===== config.mk =====
export PLATFORM = sky130hd
export DESIGN_NAME = mem_port_arbiter_flat
export DESIGN_NICKNAME = d
export VERILOG_FILES = /design/src/rtl/mem_port_arbiter_if.sv /design/src/rtl/mem_port_arbiter.sv /design/src/flat_wrapper.sv
export SDC_FILE = /design/constraint.sdc
export NUM_CORES = 1
export LEC_CHECK = 0
export CORE_MARGIN = 4
export CORE_UTILIZATION = 40
export DETAILED_ROUTE_END_ITERATION = 8
export PLACE_DENSITY = 0.87
export SETUP_SLACK_MARGIN = 0.3
export SLEW_MARGIN = 20
export SYNTH_ARGS = -nofsm -noshare
export SYNTH_HDL_FRONTEND = slang
export SYNTH_SLANG_ARGS = --single-unit

===== constraint.sdc =====
create_clock -name CLK -period 2.7 [get_ports CLK]
set_input_delay 0.54 -clock CLK [delete_from_list [all_inputs] [get_ports CLK]]
set_output_delay 0.54 -clock CLK [all_outputs]
set_load 0.05 [all_outputs]

===== src/rtl/mem_port_arbiter_if.sv =====
// mem_port_arbiter_if: requester and RAM-side signals of the shared memory port
interface mem_port_arbiter_if #(
  parameter int ADDRESS_WIDTH = 32,
  parameter int DATA_WIDTH    = 32
);
  logic                     i_req;
  logic [ADDRESS_WIDTH-1:0] i_addr;
  logic                     i_ready;
  logic [DATA_WIDTH-1:0]    i_rdata;
  logic                     d_req;
  logic                     d_we;
  logic [1:0]               d_sel;
  logic [ADDRESS_WIDTH-1:0] d_addr;
  logic [DATA_WIDTH-1:0]    d_wdata;
  logic                     d_ready;
  logic [DATA_WIDTH-1:0]    d_rdata;
  logic                     d_err;
  logic [ADDRESS_WIDTH-1:0] mem_addr;
  logic [DATA_WIDTH-1:0]    mem_wdata;
  logic                     mem_wen;
  logic [1:0]               mem_sel;
  logic [DATA_WIDTH-1:0]    mem_rdata;
  modport slave (
    input  i_req, i_addr, d_req, d_we, d_sel, d_addr, d_wdata, mem_rdata,
    output i_ready, i_rdata, d_ready, d_rdata, d_err, mem_addr, mem_wdata, mem_wen, mem_sel
  );
  modport master (
    output i_req, i_addr, d_req, d_we, d_sel, d_addr, d_wdata, mem_rdata,
    input  i_ready, i_rdata, d_ready, d_rdata, d_err, mem_addr, mem_wdata, mem_wen, mem_sel
  );
endinterface


===== src/rtl/mem_port_arbiter.sv =====
// mem_port_arbiter: shares one RAM port between fetch (I) and load/store (D), D-priority with starvation guard
module mem_port_arbiter #(
  parameter int ADDRESS_WIDTH = 32,
  parameter int DATA_WIDTH    = 32,
  parameter int STARVE_LIMIT  = 4
) (
  input logic CLK,
  input logic RST,
  mem_port_arbiter_if.slave bus
);
  localparam int SW = $clog2(STARVE_LIMIT + 1);
  localparam logic [SW-1:0] LIM = SW'(STARVE_LIMIT);
  typedef enum logic [1:0] {IDLE, ACC_I, ACC_D, DONE} state_t;
  state_t                   state_q, state_d;
  logic [ADDRESS_WIDTH-1:0] addr_q, addr_d;
  logic [DATA_WIDTH-1:0]    wdata_q, wdata_d;
  logic                     we_q, we_d;
  logic                     mis_q, mis_d;
  logic [1:0]               sel_q, sel_d;
  logic [SW-1:0]            starve_q, starve_d;
  logic                     i_ready_q, i_ready_d;
  logic                     d_ready_q, d_ready_d;
  logic                     d_err_q, d_err_d;
  logic [DATA_WIDTH-1:0]    i_rdata_q, i_rdata_d;
  logic [DATA_WIDTH-1:0]    d_rdata_q, d_rdata_d;
  logic                     i_win;
  logic                     grant;
  always_comb begin
    i_win     = bus.i_req & (~bus.d_req | (starve_q == LIM));
    grant     = (state_q == IDLE) & (bus.i_req | bus.d_req);
    state_d   = state_q;
    addr_d    = addr_q;
    wdata_d   = wdata_q;
    we_d      = we_q;
    sel_d     = sel_q;
    mis_d     = mis_q;
    starve_d  = starve_q;
    case (state_q)
      IDLE:    state_d = grant ? (i_win ? ACC_I : ACC_D) : IDLE;
      ACC_I:   state_d = DONE;
      ACC_D:   state_d = DONE;
      default: state_d = IDLE;
    endcase
    if (grant) begin
      addr_d   = i_win ? bus.i_addr : bus.d_addr;
      wdata_d  = i_win ? '0 : bus.d_wdata;
      we_d     = ~i_win & bus.d_we;
      sel_d    = i_win ? 2'b00 : (bus.d_sel == 2'b11 ? 2'b10 : bus.d_sel);
      mis_d    = ~i_win & (((bus.d_sel == 2'b00) & (|bus.d_addr[1:0])) |
                           ((bus.d_sel == 2'b01) & bus.d_addr[0]));
      starve_d = i_win ? '0 : ((bus.i_req & (starve_q != LIM)) ? starve_q + SW'(1) : starve_q);
    end
    i_ready_d = state_q == ACC_I;
    d_ready_d = state_q == ACC_D;
    d_err_d   = (state_q == ACC_D) & mis_q;
    i_rdata_d = state_q == ACC_I ? bus.mem_rdata : i_rdata_q;
    d_rdata_d = state_q == ACC_D ? bus.mem_rdata : d_rdata_q;
  end
  always_ff @(posedge CLK) begin
    if (RST) begin
      state_q   <= IDLE;
      addr_q    <= '0;
      wdata_q   <= '0;
      we_q      <= 1'b0;
      sel_q     <= 2'b00;
      mis_q     <= 1'b0;
      starve_q  <= '0;
      i_ready_q <= 1'b0;
      d_ready_q <= 1'b0;
      d_err_q   <= 1'b0;
      i_rdata_q <= '0;
      d_rdata_q <= '0;
    end else begin
      state_q   <= state_d;
      addr_q    <= addr_d;
      wdata_q   <= wdata_d;
      we_q      <= we_d;
      sel_q     <= sel_d;
      mis_q     <= mis_d;
      starve_q  <= starve_d;
      i_ready_q <= i_ready_d;
      d_ready_q <= d_ready_d;
      d_err_q   <= d_err_d;
      i_rdata_q <= i_rdata_d;
      d_rdata_q <= d_rdata_d;
    end
  end
  // RAM side is driven only while an access is in flight; write is gated by reset
  assign bus.mem_addr  = (state_q == ACC_I || state_q == ACC_D) ? addr_q : '0;
  assign bus.mem_wdata = state_q == ACC_D ? wdata_q : '0;
  assign bus.mem_sel   = state_q == ACC_D ? sel_q : 2'b00;
  assign bus.mem_wen   = (state_q == ACC_D) & we_q & ~mis_q & ~RST;
  assign bus.i_ready   = i_ready_q;
  assign bus.i_rdata   = i_rdata_q;
  assign bus.d_ready   = d_ready_q;
  assign bus.d_rdata   = d_rdata_q;
  assign bus.d_err     = d_err_q;
endmodule


===== src/flat_wrapper.sv =====
// flat-port wrapper written by rule: the top's interface ports become plain ports
module mem_port_arbiter_flat 
#(
  parameter int ADDRESS_WIDTH = 32,
  parameter int DATA_WIDTH    = 32,
  parameter int STARVE_LIMIT  = 4
)
  (CLK, RST, bus_i_req, bus_i_addr, bus_d_req, bus_d_we, bus_d_sel, bus_d_addr, bus_d_wdata, bus_mem_rdata, bus_i_ready, bus_i_rdata, bus_d_ready, bus_d_rdata, bus_d_err, bus_mem_addr, bus_mem_wdata, bus_mem_wen, bus_mem_sel);
  mem_port_arbiter_if #(.ADDRESS_WIDTH(ADDRESS_WIDTH), .DATA_WIDTH(DATA_WIDTH)) bus_i ();
  input logic CLK;
  input logic RST;
  input wire logic [$bits(bus_i.i_req)-1:0] bus_i_req;
  input wire logic [$bits(bus_i.i_addr)-1:0] bus_i_addr;
  input wire logic [$bits(bus_i.d_req)-1:0] bus_d_req;
  input wire logic [$bits(bus_i.d_we)-1:0] bus_d_we;
  input wire logic [$bits(bus_i.d_sel)-1:0] bus_d_sel;
  input wire logic [$bits(bus_i.d_addr)-1:0] bus_d_addr;
  input wire logic [$bits(bus_i.d_wdata)-1:0] bus_d_wdata;
  input wire logic [$bits(bus_i.mem_rdata)-1:0] bus_mem_rdata;
  output wire logic [$bits(bus_i.i_ready)-1:0] bus_i_ready;
  output wire logic [$bits(bus_i.i_rdata)-1:0] bus_i_rdata;
  output wire logic [$bits(bus_i.d_ready)-1:0] bus_d_ready;
  output wire logic [$bits(bus_i.d_rdata)-1:0] bus_d_rdata;
  output wire logic [$bits(bus_i.d_err)-1:0] bus_d_err;
  output wire logic [$bits(bus_i.mem_addr)-1:0] bus_mem_addr;
  output wire logic [$bits(bus_i.mem_wdata)-1:0] bus_mem_wdata;
  output wire logic [$bits(bus_i.mem_wen)-1:0] bus_mem_wen;
  output wire logic [$bits(bus_i.mem_sel)-1:0] bus_mem_sel;
  assign bus_i.i_req = bus_i_req;
  assign bus_i.i_addr = bus_i_addr;
  assign bus_i.d_req = bus_d_req;
  assign bus_i.d_we = bus_d_we;
  assign bus_i.d_sel = bus_d_sel;
  assign bus_i.d_addr = bus_d_addr;
  assign bus_i.d_wdata = bus_d_wdata;
  assign bus_i.mem_rdata = bus_mem_rdata;
  assign bus_i_ready = bus_i.i_ready;
  assign bus_i_rdata = bus_i.i_rdata;
  assign bus_d_ready = bus_i.d_ready;
  assign bus_d_rdata = bus_i.d_rdata;
  assign bus_d_err = bus_i.d_err;
  assign bus_mem_addr = bus_i.mem_addr;
  assign bus_mem_wdata = bus_i.mem_wdata;
  assign bus_mem_wen = bus_i.mem_wen;
  assign bus_mem_sel = bus_i.mem_sel;
  mem_port_arbiter #(.ADDRESS_WIDTH(ADDRESS_WIDTH), .DATA_WIDTH(DATA_WIDTH), .STARVE_LIMIT(STARVE_LIMIT)) u_core (.CLK(CLK), .RST(RST), .bus(bus_i));
endmodule

==> metrics.md <==
| Metric | Value |
|---|---|
| Final HPWL DP | `12400 um` |
| Vias in the first global route | `5499` |
| Starting Density | `40.9%` |
| Total clock sinks | `140` |
| Fmax | `431 MHz` |
| Slew at the pin with the worst max-slew slack | `639 ps` |
| Vias per Instance | `5.26` |
| Antenna diodes | `0` |
| Post-CTS Setup Bufs | `0` |
| Synth area leaders | `dfxtp_1 49%, mux2i_1 11%, a32oi_1 10%` |
| GRT Overall Usage | `21.6%` |
| CTS Buffer Depth | `2` |
| Drt drc | `0` |
| Hold Crit Class | `in -> reg` |
| Htree depth | `4` |
| Synth Cell Area | `5700 um^2` |
| Most frequent cell after synthesis | `dfxtp_1` |
| Largest net degree at the start of global routing | `139` |
| Rel. slew slack | `57.4%` |
| Post-synth top cells | `140 x dfxtp_1, 99 x nor2_1, 70 x and2_1, 66 x a32oi_1, 65 x mux2i_1` |
| Worst setup SP type | `flip-flop` |
| Post-DRT Antenna Nets | `0` |
| Pre-Repair DR Iteration Count | `4` |
| Die Span Y | `127 um` |
| Fraction of layout cells with a size suffix above 1 | `13.3%` |
| Worst Path Required | `2160 ps` |
| Setup crit end kind | `output port` |
| Initial antenna violation count | `0` |
| Max-cap viol count | `0` |
| Layout area overhead | `62.5%` |
| Syn_nets | `737` |
| Worst flop-to-flop path endpoint | `u_core.addr_q[2]` |
| Iter 0 DRT Violations | `219` |
| Total number of yosys warnings | `0` |
| Clock transition at the registers of the reported paths | `50 ps` |
| Status | `finished clean` |
| VDD IR max | `0.719 mV` |
| Post-synth top flop | `dfxtp_1` |
| Worst hold start | `RST` |
| Critical path data arrival time | `1780 ps` |
| Reg area | `2800 um^2` |
| Final Hold Vio Count | `0` |
| Grt total ovfl | `0` |
| Overall Power | `9.15 mW` |
| GP Congestion | `0.813` |
| Worst R2R Start | `u_core.state_q[0]` |
| Drt wl/cell | `17.4 um` |
| P per Cell Area | `988 nW/um^2` |
| CTS Buf Count | `17` |
| Share of the synthesized area in the top cell type | `49.2%` |
| Async set-or-reset flop fraction in the synthesized netlist | `0%` |
| Hold Path Stages | `2` |
| EDFF count, synth | `0` |
| Non-filler cells in the finished layout | `1028` |
| Worst Setup Path Type | `reg -> out` |
| Clk_skew | `4.59 ps` |
| Core area | `13900 um^2` |
| # fillers | `1083` |
| CTS tree | `yes` |
| FF-to-FF setup slack | `930 ps` |
| DIE WIDTH | `127 um` |
| Number of port buffers | `268` |
| Placed Cells incl. Taps | `997` |
| RSZ-0062 raised after global routing | `false` |
| Cell breakdown of the critical path | `inv_1 > ha_1 > buf_8 > and2_1 > buf_12` |
| First-pass GRT wire length | `28000 um` |
| Netlist cell types | `26` |
| Hold worst-path end | `u_core.bus.d_ready` |
| Tcrit/Tclk final | `85.9%` |
| Clk_lat worst skew | `410 ps` |
| Std cell rows | `43` |
| # setup viols final | `0` |
| Die area | `16200 um^2` |
| Worst-path maximum fanout | `34` |
| Seq/Total Area, Yosys | `49.2%` |
| Gate Count Post-Synth | `596` |
| R2R cell count | `6` |
| # IOs | `269` |
| Leak Pwr | `3.52 nW` |
| #FFs+latches synth | `140` |
| Fin nets | `977` |
| Via count | `5411` |
| Max-slew violations | `0` |
| CP max stage cell | `dfxtp_1` |
| Clock root cell | `clkbuf_16` |
| Cell taking the most area after synthesis | `dfxtp_1` |
| Mean area per synthesized cell | `9.56 um^2` |
| Multi-input logic area | `2590 um^2` |
| Setup TNS | `0 ps` |
| Minimum clock period | `2320 ps` |
| CP peak stage delay | `360 ps` |
| Final wirelength | `17900 um` |
-- power breakdown --
group / switching [mW] / leakage, nW / internal [mW]
clock network: 0.858 / 0.263 / 1.28
logic: 2.58 / 2.11 / 1.66
registers: 0.234 / 1.15 / 2.54
-- area by class of cell --
cell class | count | share of cell area, %
Multi-Input combinational cell | 392 | 28.0
Timing Repair Buffer | 280 | 33.3
Sequential cell | 140 | 30.3
Clock buffer | 21 | 4.86
Clock inverter | 10 | 1.03
Tap cell | 180 | 2.43
Inverter | 5 | 0.203
-- through the flow --
| stage | setup WS (ps) | util (%) | hold WS [ps] | cell area [um^2] |
|---|---|---|---|---|
| floorplan | 695 | - | 427 | 5700 |
| detailed placement | 442 | 62.5 | 458 | 8700 |
| CTS | 347 | 66.4 | 352 | 9260 |
| finish | 380 | 66.5 | 364 | 9260 |
| global route | 316 | 66.5 | 350 | 9260 |
| global placement | 491 | 62.5 | 437 | 8700 |
-- per-layer routing --
| layer | vias to the layer above | wire length [um] | global-route usage, % |
|---|---|---|---|
| met5 | - | 0 | 0 |
| met4 | 0 | 571 | 10.2 |
| met3 | 44 | 1850 | 8.82 |
| met2 | 237 | 8610 | 34.7 |
| met1 | 2536 | 6910 | 25.1 |
| li1 | 2594 | - | - |
-- cell usage in the layout, fill, tap and decap left out, types with 2 or more instances in the layout --
| cell | instances |
|---|---|
| a21oi_1 | 35 |
| a32oi_1 | 66 |
| and2_1 | 69 |
| buf_12 | 37 |
| buf_4 | 41 |
| buf_8 | 2 |
| clkbuf_1 | 3 |
| clkbuf_16 | 17 |
| clkdlybuf4s50_1 | 200 |
| clkinv_2 | 3 |
| clkinv_4 | 4 |
| clkinvlp_4 | 2 |
| dfxtp_1 | 140 |
| ha_1 | 4 |
| ha_2 | 2 |
| inv_1 | 5 |
| mux2i_1 | 65 |
| nand2_1 | 2 |
| nand3_1 | 33 |
| nor2_1 | 99 |
| nor2b_1 | 3 |
| nor3_1 | 4 |
-- critical path: cells and delay by family, from the launching register on --
kind          cells  cell delay (ps)
flops             1              360
fa+ha+maj         1              300
buf+inv           3              450
simple gates      1              240
-- worst max path at each step --
stage	slack, ps	end	cells past startpoint	start
2_1_floorplan	700	bus_mem_wdata[10]	6	u_core.state_q[0]
3_3_place_gp	490	u_core.addr_q[6]	5	bus_d_req
3_5_place_dp	440	u_core.addr_q[2]	5	bus_d_req
4_1_cts	350	bus_mem_wdata[25]	5	u_core.state_q[0]
5_1_grt	320	bus_mem_addr[3]	5	u_core.state_q[0]
6_report	380	bus_mem_addr[3]	5	u_core.state_q[0]
-- kinds of logic after synthesis --
family                   Yosys count  synth area share (%)
adder cells (fa/ha/maj)            6                  1.32
AND/OR/NAND/NOR                  214                  18.3
AO/OA/AOI/OAI                    105                  13.8
XOR/XNOR                           2                 0.307
buffers and inverters             64                  5.62
flip-flops                       140                  49.2
multiplexers                      65                  11.4
-- state kept, by name, summed over array words and instances, names as in the netlist, 2 cells and up --
signal	cells
u_core.addr_q	32
u_core.bus.d_rdata	32
u_core.bus.i_rdata	32
u_core.sel_q	2
u_core.starve_q	3
u_core.state_q	2
u_core.wdata_q	32
-- repair_timing --
| item | in CTS | in global routing |
|---|---|---|
| endpoints found under the setup margin | 35 | 4 |
| hold buffers | 0 | 0 |
| resized for setup | 2 | 2 |
| endpoints found under the hold margin | 0 | 0 |
(Power assumes the default switching activity.)
